### config.mk
export PLATFORM = sky130hd
export DESIGN_NAME = itgnet_head
export DESIGN_NICKNAME = d
export VERILOG_FILES = /design/src/rtl/cnn_pkg.sv /design/src/rtl/argmax_node.sv /design/src/rtl/delay.sv /design/src/rtl/itgnet_head.sv
export SDC_FILE = /design/constraint.sdc
export NUM_CORES = 1
export LEC_CHECK = 0
export ABC_AREA = 1
export CAP_MARGIN = 20
export CORE_MARGIN = 3
export CORE_UTILIZATION = 40
export DETAILED_ROUTE_END_ITERATION = 10
export PLACE_DENSITY_LB_ADDON = 0.3
export SLEW_MARGIN = 40
export SYNTH_ARGS = -nofsm -noshare
export SYNTH_HDL_FRONTEND = slang
export SYNTH_SLANG_ARGS = --single-unit
### constraint.sdc
create_clock -name clock -period 8.3 [get_ports clock]
set_clock_uncertainty 0.1 [all_clocks]
set_input_delay 0.83 -clock clock [delete_from_list [all_inputs] [get_ports clock]]
set_output_delay 0.83 -clock clock [all_outputs]
set_load 0.02 [all_outputs]
### src/rtl/cnn_pkg.sv
// Shared helpers for the CNN output stages: ceil-log2, default fixed-point format,
// and the signed fixed-point to saturated unsigned score conversion.
package cnn_pkg;

  function automatic int log2(input int value);
    int result;
    result = 0;
    for (int i = 0; i < 31; i++)
      if ((1 << i) < value) result = i + 1;
    return result;
  endfunction

  localparam int DEF_UNITS     = 12;
  localparam int DEF_INT_BITW  = 5;
  localparam int DEF_FRAC_BITW = 8;
  localparam int DEF_UINT_BITW = 8;
  localparam int FIXED_BITW    = DEF_INT_BITW + DEF_FRAC_BITW;
  localparam int TREE_DEPTH    = log2(DEF_UNITS);

  // Negative values clamp to zero; extra fraction bits are rounded half up
  // before saturating to the all-ones score.
  function automatic logic [63:0] fixed_to_uint(input logic signed [63:0] value,
                                                input int frac_bitw,
                                                input int uint_bitw);
    logic signed [63:0] rounded;
    logic [63:0]        max_score;
    int                 shift;
    max_score = (64'd1 << uint_bitw) - 64'd1;
    shift     = (frac_bitw > uint_bitw) ? (frac_bitw - uint_bitw - 1) : 0;
    rounded   = value;
    if (frac_bitw > uint_bitw)
      rounded = ((value >>> shift) + 64'sd1) >>> 1;
    if (value < 0)
      return 64'd0;
    if (rounded > $signed(max_score))
      return max_score;
    return rounded;
  endfunction

endpackage

### src/rtl/argmax_node.sv
// One registered comparator of the argmax tree; the lo pair always carries the
// lower channel indices, so keeping it on equal values gives the lower-index tie rule.
module argmax_node
  import cnn_pkg::*;
#(
  parameter int VAL_BITW = FIXED_BITW,
  parameter int IDX_BITW = TREE_DEPTH
) (
  input  logic                       clock,
  input  logic                       rst,
  input  logic signed [VAL_BITW-1:0] lo_val,
  input  logic        [IDX_BITW-1:0] lo_idx,
  input  logic signed [VAL_BITW-1:0] hi_val,
  input  logic        [IDX_BITW-1:0] hi_idx,
  output logic signed [VAL_BITW-1:0] win_val,
  output logic        [IDX_BITW-1:0] win_idx
);

  always_ff @(posedge clock or posedge rst) begin
    if (rst) begin
      win_val <= '0;
      win_idx <= '0;
    end else if (hi_val > lo_val) begin
      win_val <= hi_val;
      win_idx <= hi_idx;
    end else begin
      win_val <= lo_val;
      win_idx <= lo_idx;
    end
  end

endmodule

### src/rtl/delay.sv
// Generic resettable shift-register delay line used to carry tags alongside data.
module delay #(
  parameter int WIDTH = 1,
  parameter int DEPTH = 1
) (
  input  logic             clock,
  input  logic             rst,
  input  logic [WIDTH-1:0] in_data,
  output logic [WIDTH-1:0] out_data
);

  logic [WIDTH-1:0] stage [0:DEPTH-1];

  always_ff @(posedge clock or posedge rst) begin
    if (rst) begin
      for (int i = 0; i < DEPTH; i++) stage[i] <= '0;
    end else begin
      stage[0] <= in_data;
      for (int i = 1; i < DEPTH; i++) stage[i] <= stage[i-1];
    end
  end

  assign out_data = stage[DEPTH-1];

endmodule

### src/rtl/itgnet_head.sv
// Per-pixel output head: registered argmax tree over UNITS signed features plus a
// saturated confidence score and frame-end pulse. Define ITGNET_HEAD_HIST_EN for per-class histograms.
module itgnet_head
  import cnn_pkg::*;
#(
  parameter int W_HEIGHT  = 480,
  parameter int W_WIDTH   = 640,
  parameter int UNITS     = DEF_UNITS,
  parameter int INT_BITW  = DEF_INT_BITW,
  parameter int FRAC_BITW = DEF_FRAC_BITW,
  parameter int UINT_BITW = DEF_UINT_BITW,
  localparam int FEAT_BITW  = INT_BITW + FRAC_BITW,
  localparam int VCNT_BITW  = log2(W_HEIGHT),
  localparam int HCNT_BITW  = log2(W_WIDTH),
  localparam int CLASS_BITW = log2(UNITS)
) (
  input  logic                         clock,
  input  logic                         rst,
  input  logic                         in_enable,
  input  logic [0:FEAT_BITW*UNITS-1]   in_feat,
  input  logic [VCNT_BITW-1:0]         in_vcnt,
  input  logic [HCNT_BITW-1:0]         in_hcnt,
  output logic                         out_enable,
  output logic [CLASS_BITW-1:0]        out_class,
  output logic [UINT_BITW-1:0]         out_score,
  output logic [VCNT_BITW-1:0]         out_vcnt,
  output logic [HCNT_BITW-1:0]         out_hcnt,
  output logic                         out_frame_done
`ifdef ITGNET_HEAD_HIST_EN
  ,
  output logic [UNITS*log2(W_HEIGHT*W_WIDTH+1)-1:0] out_hist,
  output logic                                      out_hist_valid
`endif
);

  localparam int DEPTH    = log2(UNITS);
  localparam int LEAVES   = 1 << DEPTH;
  localparam int LATENCY  = DEPTH + 1;
  localparam int TAG_BITW = 1 + VCNT_BITW + HCNT_BITW;

  // Heap-ordered tree: node i compares children 2i and 2i+1, leaves sit at LEAVES..2*LEAVES-1.
  logic signed [FEAT_BITW-1:0]  node_val [1:2*LEAVES-1];
  logic        [CLASS_BITW-1:0] node_idx [1:2*LEAVES-1];

  genvar g;
  generate
    for (g = 0; g < LEAVES; g++) begin : g_leaf
      if (g < UNITS) begin : g_real
        assign node_val[LEAVES+g] = in_feat[g*FEAT_BITW +: FEAT_BITW];
      end else begin : g_pad
        assign node_val[LEAVES+g] = {1'b1, {(FEAT_BITW-1){1'b0}}};
      end
      assign node_idx[LEAVES+g] = CLASS_BITW'(g);
    end

    for (g = 1; g < LEAVES; g++) begin : g_node
      argmax_node #(
        .VAL_BITW(FEAT_BITW),
        .IDX_BITW(CLASS_BITW)
      ) u_node (
        .clock  (clock),
        .rst    (rst),
        .lo_val (node_val[2*g]),
        .lo_idx (node_idx[2*g]),
        .hi_val (node_val[2*g+1]),
        .hi_idx (node_idx[2*g+1]),
        .win_val(node_val[g]),
        .win_idx(node_idx[g])
      );
    end
  endgenerate

  logic signed [63:0] root_ext;
  assign root_ext = {{(64-FEAT_BITW){node_val[1][FEAT_BITW-1]}}, node_val[1]};

  // Final stage turns the winning fixed-point value into the unsigned score.
  always_ff @(posedge clock or posedge rst) begin
    if (rst) begin
      out_class <= '0;
      out_score <= '0;
    end else begin
      out_class <= node_idx[1];
      out_score <= UINT_BITW'(fixed_to_uint(root_ext, FRAC_BITW, UINT_BITW));
    end
  end

  logic [TAG_BITW-1:0] tag_in;
  logic [TAG_BITW-1:0] tag_out;

  assign tag_in = {in_enable, in_vcnt, in_hcnt};

  delay #(
    .WIDTH(TAG_BITW),
    .DEPTH(LATENCY)
  ) u_tag_delay (
    .clock   (clock),
    .rst     (rst),
    .in_data (tag_in),
    .out_data(tag_out)
  );

  assign {out_enable, out_vcnt, out_hcnt} = tag_out;

  assign out_frame_done = out_enable
                       && (out_vcnt == VCNT_BITW'(W_HEIGHT - 1))
                       && (out_hcnt == HCNT_BITW'(W_WIDTH - 1));

`ifdef ITGNET_HEAD_HIST_EN
  localparam int CNT_BITW = log2(W_HEIGHT * W_WIDTH + 1);

  logic [CNT_BITW-1:0] hist_cnt [0:UNITS-1];

  // On the frame-end pixel the snapshot includes that pixel and the counters restart at 0.
  always_ff @(posedge clock or posedge rst) begin
    if (rst) begin
      for (int c = 0; c < UNITS; c++) hist_cnt[c] <= '0;
      out_hist       <= '0;
      out_hist_valid <= 1'b0;
    end else begin
      out_hist_valid <= out_frame_done;
      for (int c = 0; c < UNITS; c++) begin
        if (out_frame_done) begin
          out_hist[(UNITS-c)*CNT_BITW-1 -: CNT_BITW] <=
            hist_cnt[c] + CNT_BITW'(out_class == CLASS_BITW'(c));
          hist_cnt[c] <= '0;
        end else if (out_enable && (out_class == CLASS_BITW'(c))) begin
          hist_cnt[c] <= hist_cnt[c] + CNT_BITW'(1);
        end
      end
    end
  end
`endif

endmodule

Word level (Yosys, flattened, before mapping)
Index checks and enable logic that the tools add are counted.

operators by class
  equality and inequality tests = 2
  reductions and logical operators = 2
  $lt $le $gt $ge = 15
  multiplexer cells = 32

operators by type and width
  cell                    number
  $gt A13 B13 Y1          13
  $mux W13                12
  $mux W8                 4
  $mux W4                 5
  $gt A13 B9 Y1 const B   1
  $lt A13 B1 Y1 const B   1
  $eq A10 B10 Y1 const B  1
  $eq A9 B9 Y1 const B    1
  $mux W1                 9
  $mux W3                 1
  $logic_and A1 B1 Y1     2
  $mux W2                 1

word-level totals
  word-level logic and storage cells = 87
  output and inout port bits = 33
  input port bits = 178
  flip-flop bits (word level) = 316

Longest topological paths before layout
  depth in word-level cells = 5
  mapped depth = 14
  mapped depth without buffers = 13

Hierarchy
From an unflattened synthesis, not the netlist that was laid out.

unflattened totals
  cells, all modules = 2293
  area total of the unflattened synthesis = 19872.8 µm²

modules (own cells, without submodules)
  module       area each (µm²)  cells each  times used  seq. area each (µm²)
  argmax_node  1109.8           140         15          425.4
  delay        2656.3           121         1           2502.4
  itgnet_head  569.3            72          1           300.3

Worst setup path after synthesis
Ideal clock, no wire load.

  path kind = input-to-reg
  start = in in_feat[130] (netlist bit)
  end = reg g_node[13].u_node.win_val[10]
  slack = 5.981 ns
  stages = 13
  path buffers = 1
  library setup time = 0.117 ns
  data arrival time = 2.101 ns
  cell sequence = inv_1 ha_1 nand2_1 inv_1 nand3_1 inv_1 a21oi_1 nand2_1 nand2_1 nand3_2 buf_4 nand2_1 nand2_1

on the way
  word-level cells in the longest chain between the ends = 2

RTL lines
  what                    RTL line           text
  start: declaration      itgnet_head.sv:20  input logic [0:FEAT_BITW*UNITS-1] in_feat,
  $gt A13 B13 Y1          argmax_node.sv:23  end else if (hi_val > lo_val) begin
  $mux W13                argmax_node.sv:23
  end signal: assignment  argmax_node.sv:24  win_val <= hi_val;
  end signal: assignment  argmax_node.sv:27  win_val <= lo_val;
  end: declaration        argmax_node.sv:15  output logic signed [VAL_BITW-1:0] win_val,

No other way between the ends.

Worst setup path after layout
  start = reg u_tag_delay.stage, in the netlist u_tag_delay.out_data[4]
  end = out out_frame_done

on the way
  word-level cells in the longest chain between the ends = 2

RTL lines
  what                 RTL line            text
  start: declaration   delay.sv:12         logic [WIDTH-1:0] stage [0:DEPTH-1];
  $eq A10 B10 Y1       itgnet_head.sv:106  && (out_hcnt == HCNT_BITW'(W_WIDTH - 1));
  $logic_and A1 B1 Y1  itgnet_head.sv:106
  end: declaration     itgnet_head.sv:28   output logic out_frame_done

No other way between the ends.

==> metrics.md <==
| Metric | Value |
|---|---|
| Placed inst area | 16800 um^2 |
| Ys Warns | 0 |
| Clk sink count | 295 |
| Share of cells above drive strength 1 | 4.45% |
| Core Util, Final | 50.2% |
| Crit path buf inv count | 1 |
| Total routed wirelength | 31.2 mm |
| Largest net degree at the start of global routing | 109 |
| Final period utilization | 34.9% |
| Placed cells | 2226 |
| Pint | 3280 uW |
| Antenna violations before repair | 0 |
| Hold Vio Cnt, Final | 0 |
| Largest fanout on the critical path | 2 |
| Most frequent cells in the layout | nand2_1 (493), dfrtp_1 (295), inv_1 (263), clkdlybuf4s50_1 (210), nand4_1 (154) |
| CTS Buf Count | 31 |
| N_diodes | 0 |
| Setup Viol. Count Final | 0 |
| Power Density | 282 nW/um^2 |
| Combinational power share | 33.2% |
| Most used cell, CP | nand4_1 |
| Psw | 1780 uW |
| Count of different cell masters after synthesis | 25 |
| Worst rel slew slack | 45.0% |
| VDD IR max | 148 uV |
| Leakage | 0.00950 uW |
| Seq/Total Area, Yosys | 51.0% |
| Detailed-placement wirelength estimate | 24.0 mm |
| Fill cells | 3220 |
| Height of the chip | 196 um |
| Hold Buf Count CTS | 0 |
| Adder-Cell Fraction of Synth Area | 12.4% |
| Worst Setup End Kind | output pin |
| Routed Antenna Nets | 0 |
| Final Cell Area | 17900 um^2 |
| Critical-path cell with the highest stage delay | clkdlybuf4s50_1 |
| Rows | 69 |
| # DRC | 0 |
| RSZ-0062 raised after global routing | false |
| Worst Hold Depth | 0 |
| CTS tree | done |
| Drt wl/cell | 13.7 um |
| Arr. time, crit path | 1.97 ns |
| Mean Syn Cell Area | 8.95 um^2 |
| Overflow left after global routing | 0 |
| Port buffer count | 210 |
| Vias in the first global route | 11100 |
| CP Class | flip-flop to output pin |
| Setup bufs post-CTS | 0 |
| Slew Viols, Final | 0 |
| Nets | 2120 |
| Starting Density | 40.6% |
| Simple-Gate Fraction of Synth Area | 24.8% |
| Syn Inst Count | 1617 |
| P&R area growth vs syn | 23.7% |
| Drt via density | 4.80 |
| Cell-by-cell listing of the critical path | nand4_1 > nor2_1 > nand4_1 > nor3_1 > clkdlybuf4s50_1 |
| Pre-Repair DR Iteration Count | 5 |
| Worst slew pin tran | 0.823 ns |
| Post-cts resize count | 0 |
| Switch share | 35.2% |
| Die X-Extent | 196 um |
| Worst path max stage delay | 0.63 ns |
| Most common cell after layout, fill and taps aside | nand2_1 |
| Root Buffer | clkbuf_16 |
| GP Congestion | 0.889 |
| TNS Setup | 0 ns |
| CP startpoint kind | flip-flop |
| Tot GR Track Use | 16.3% |
| Mapped Nets | 1939 |
| Top achievable clock speed | 0.345 GHz |
| Count of state elements after synthesis | 295 |
| Synth Area in XOR/XNOR | 0% |
| Cells on worst reg2reg path | 12 |
| Drt first-iter violations | 689 |
| Min Tclk post-route | 2.90 ns |
| Max cap viols | 0 |
| Syn Std Cell Area | 14500 um^2 |
| Worst skew pair latency | 0.55 ns |
| Reg power frac | 38.8% |
| Critical path depth | 5 |
| IO Pins | 211 |
| Final cell count without fillers | 2281 |
| Routed via count | 11000 |
| First-pass GRT wire length | 52.7 mm |
| Mux share of post-synthesis cell area | 0% |
| H-tree levels | 1 |
| Core area | 35700 um^2 |
| Clock Path Buffers | 3 |
| Clock slew at reported path FFs | 0.06 ns |
| Critical Path RT | 7.37 ns |
| Outcome | complete, no violations |
| Worst hold path class | flip-flop to flip-flop |
| Synth Area in Compound Gates | 2.11% |
| DIE AREA | 38500 um^2 |
| Worst path top cell family by delay | buffers and inverters |
| Clock power share | 28.0% |
| Largest family of logic cells by synthesized area | simple AND/OR/NAND/NOR gates |
==> area by class of cell <==
class / count / area [um^2] / share of cell area (%)
Sequential cell: 295 / 7380 / 41.2
Multi-Input combinational cell: 992 / 5700 / 31.8
Timing Repair Buffer: 214 / 2180 / 12.2
Inverter: 264 / 995 / 5.56
Clock buffer: 47 / 926 / 5.17
Tap cell: 461 / 577 / 3.22
Clock inverter: 8 / 150 / 0.839
==> routing by layer <==
layer  track usage [%]  wire length (um)
met5                 0                 0
met4              4.07               666
met3              1.87              1110
met2              28.6             15300
met1              21.7             14200
==> through the flow <==
step	hold WS (ns)	setup slack [ns]	power, uW
final	0.244	5.40	5060
after global routing	0.249	5.22	5460
after CTS	0.245	5.33	5110
after detailed placement	0.235	4.94	3660
after global placement	0.231	4.97	3590
after floorplan	0.231	3.45	3180
==> cells by family (layout without fill, tap and decap cells) <==
family,count (synthesis),count (layout)
fa+ha+maj,144,144
compound gates,61,61
other cells,1,1
simple gates,786,786
buf+inv,330,533
flops,295,295
==> final timing paths <==
check,from,endpoint,slack [ns]
worst max-delay path,u_tag_delay.out_data[4]$_DFF_PP0_,out_frame_done,5.40
worst min-delay path,u_tag_delay.stage[68]$_DFF_PP0_,u_tag_delay.stage[48]$_DFF_PP0_,0.24
worst max register to register,g_node[10].u_node.win_val[12]$_DFF_PP0_,g_node[5].u_node.win_val[6]$_DFF_PP0_,5.70
worst min register to register,u_tag_delay.stage[68]$_DFF_PP0_,u_tag_delay.stage[48]$_DFF_PP0_,0.24
max in group asynchronous,rst,u_tag_delay.stage[66]$_DFF_PP0_,6.33
min in group asynchronous,rst,g_node[3].u_node.win_val[3]$_DFF_PP0_,0.56
==> synth_stat cells (all sizes together) <==
master | number | area [um^2]
a21oi | 48 | 240
and2 | 2 | 12.5
and3 | 1 | 6.26
buf | 52 | 358
clkbuf | 14 | 52.6
conb | 1 | 3.75
dfrtp | 295 | 7380
ha | 144 | 1800
inv | 264 | 991
nand2 | 497 | 1880
nand3 | 70 | 450
nand3b | 2 | 15.0
nand4 | 154 | 963
nor2 | 51 | 204
nor3 | 3 | 15.0
nor3b | 3 | 22.5
o21ai | 13 | 65.1
or2 | 2 | 12.5
or4 | 1 | 7.51
==> flip-flops by register name, indices dropped and copies added (netlist names) <==
signal,cells
g_node.u_node.win_val,156
u_tag_delay.stage,80
g_node.u_node.win_idx,27
u_tag_delay.out_data,20
out_score,8
out_class,4
==> power groups by stage <==
stage	combinational [uW]	clock [uW]	sequential [uW]
5_1_grt	1940	1520	1990
2_1_floorplan	1230	0	1950
3_3_place_gp	1610	0	1980
4_1_cts	1690	1460	1960
6_report	1680	1410	1960
3_5_place_dp	1670	0	1990
(Power assumes the default switching activity.)
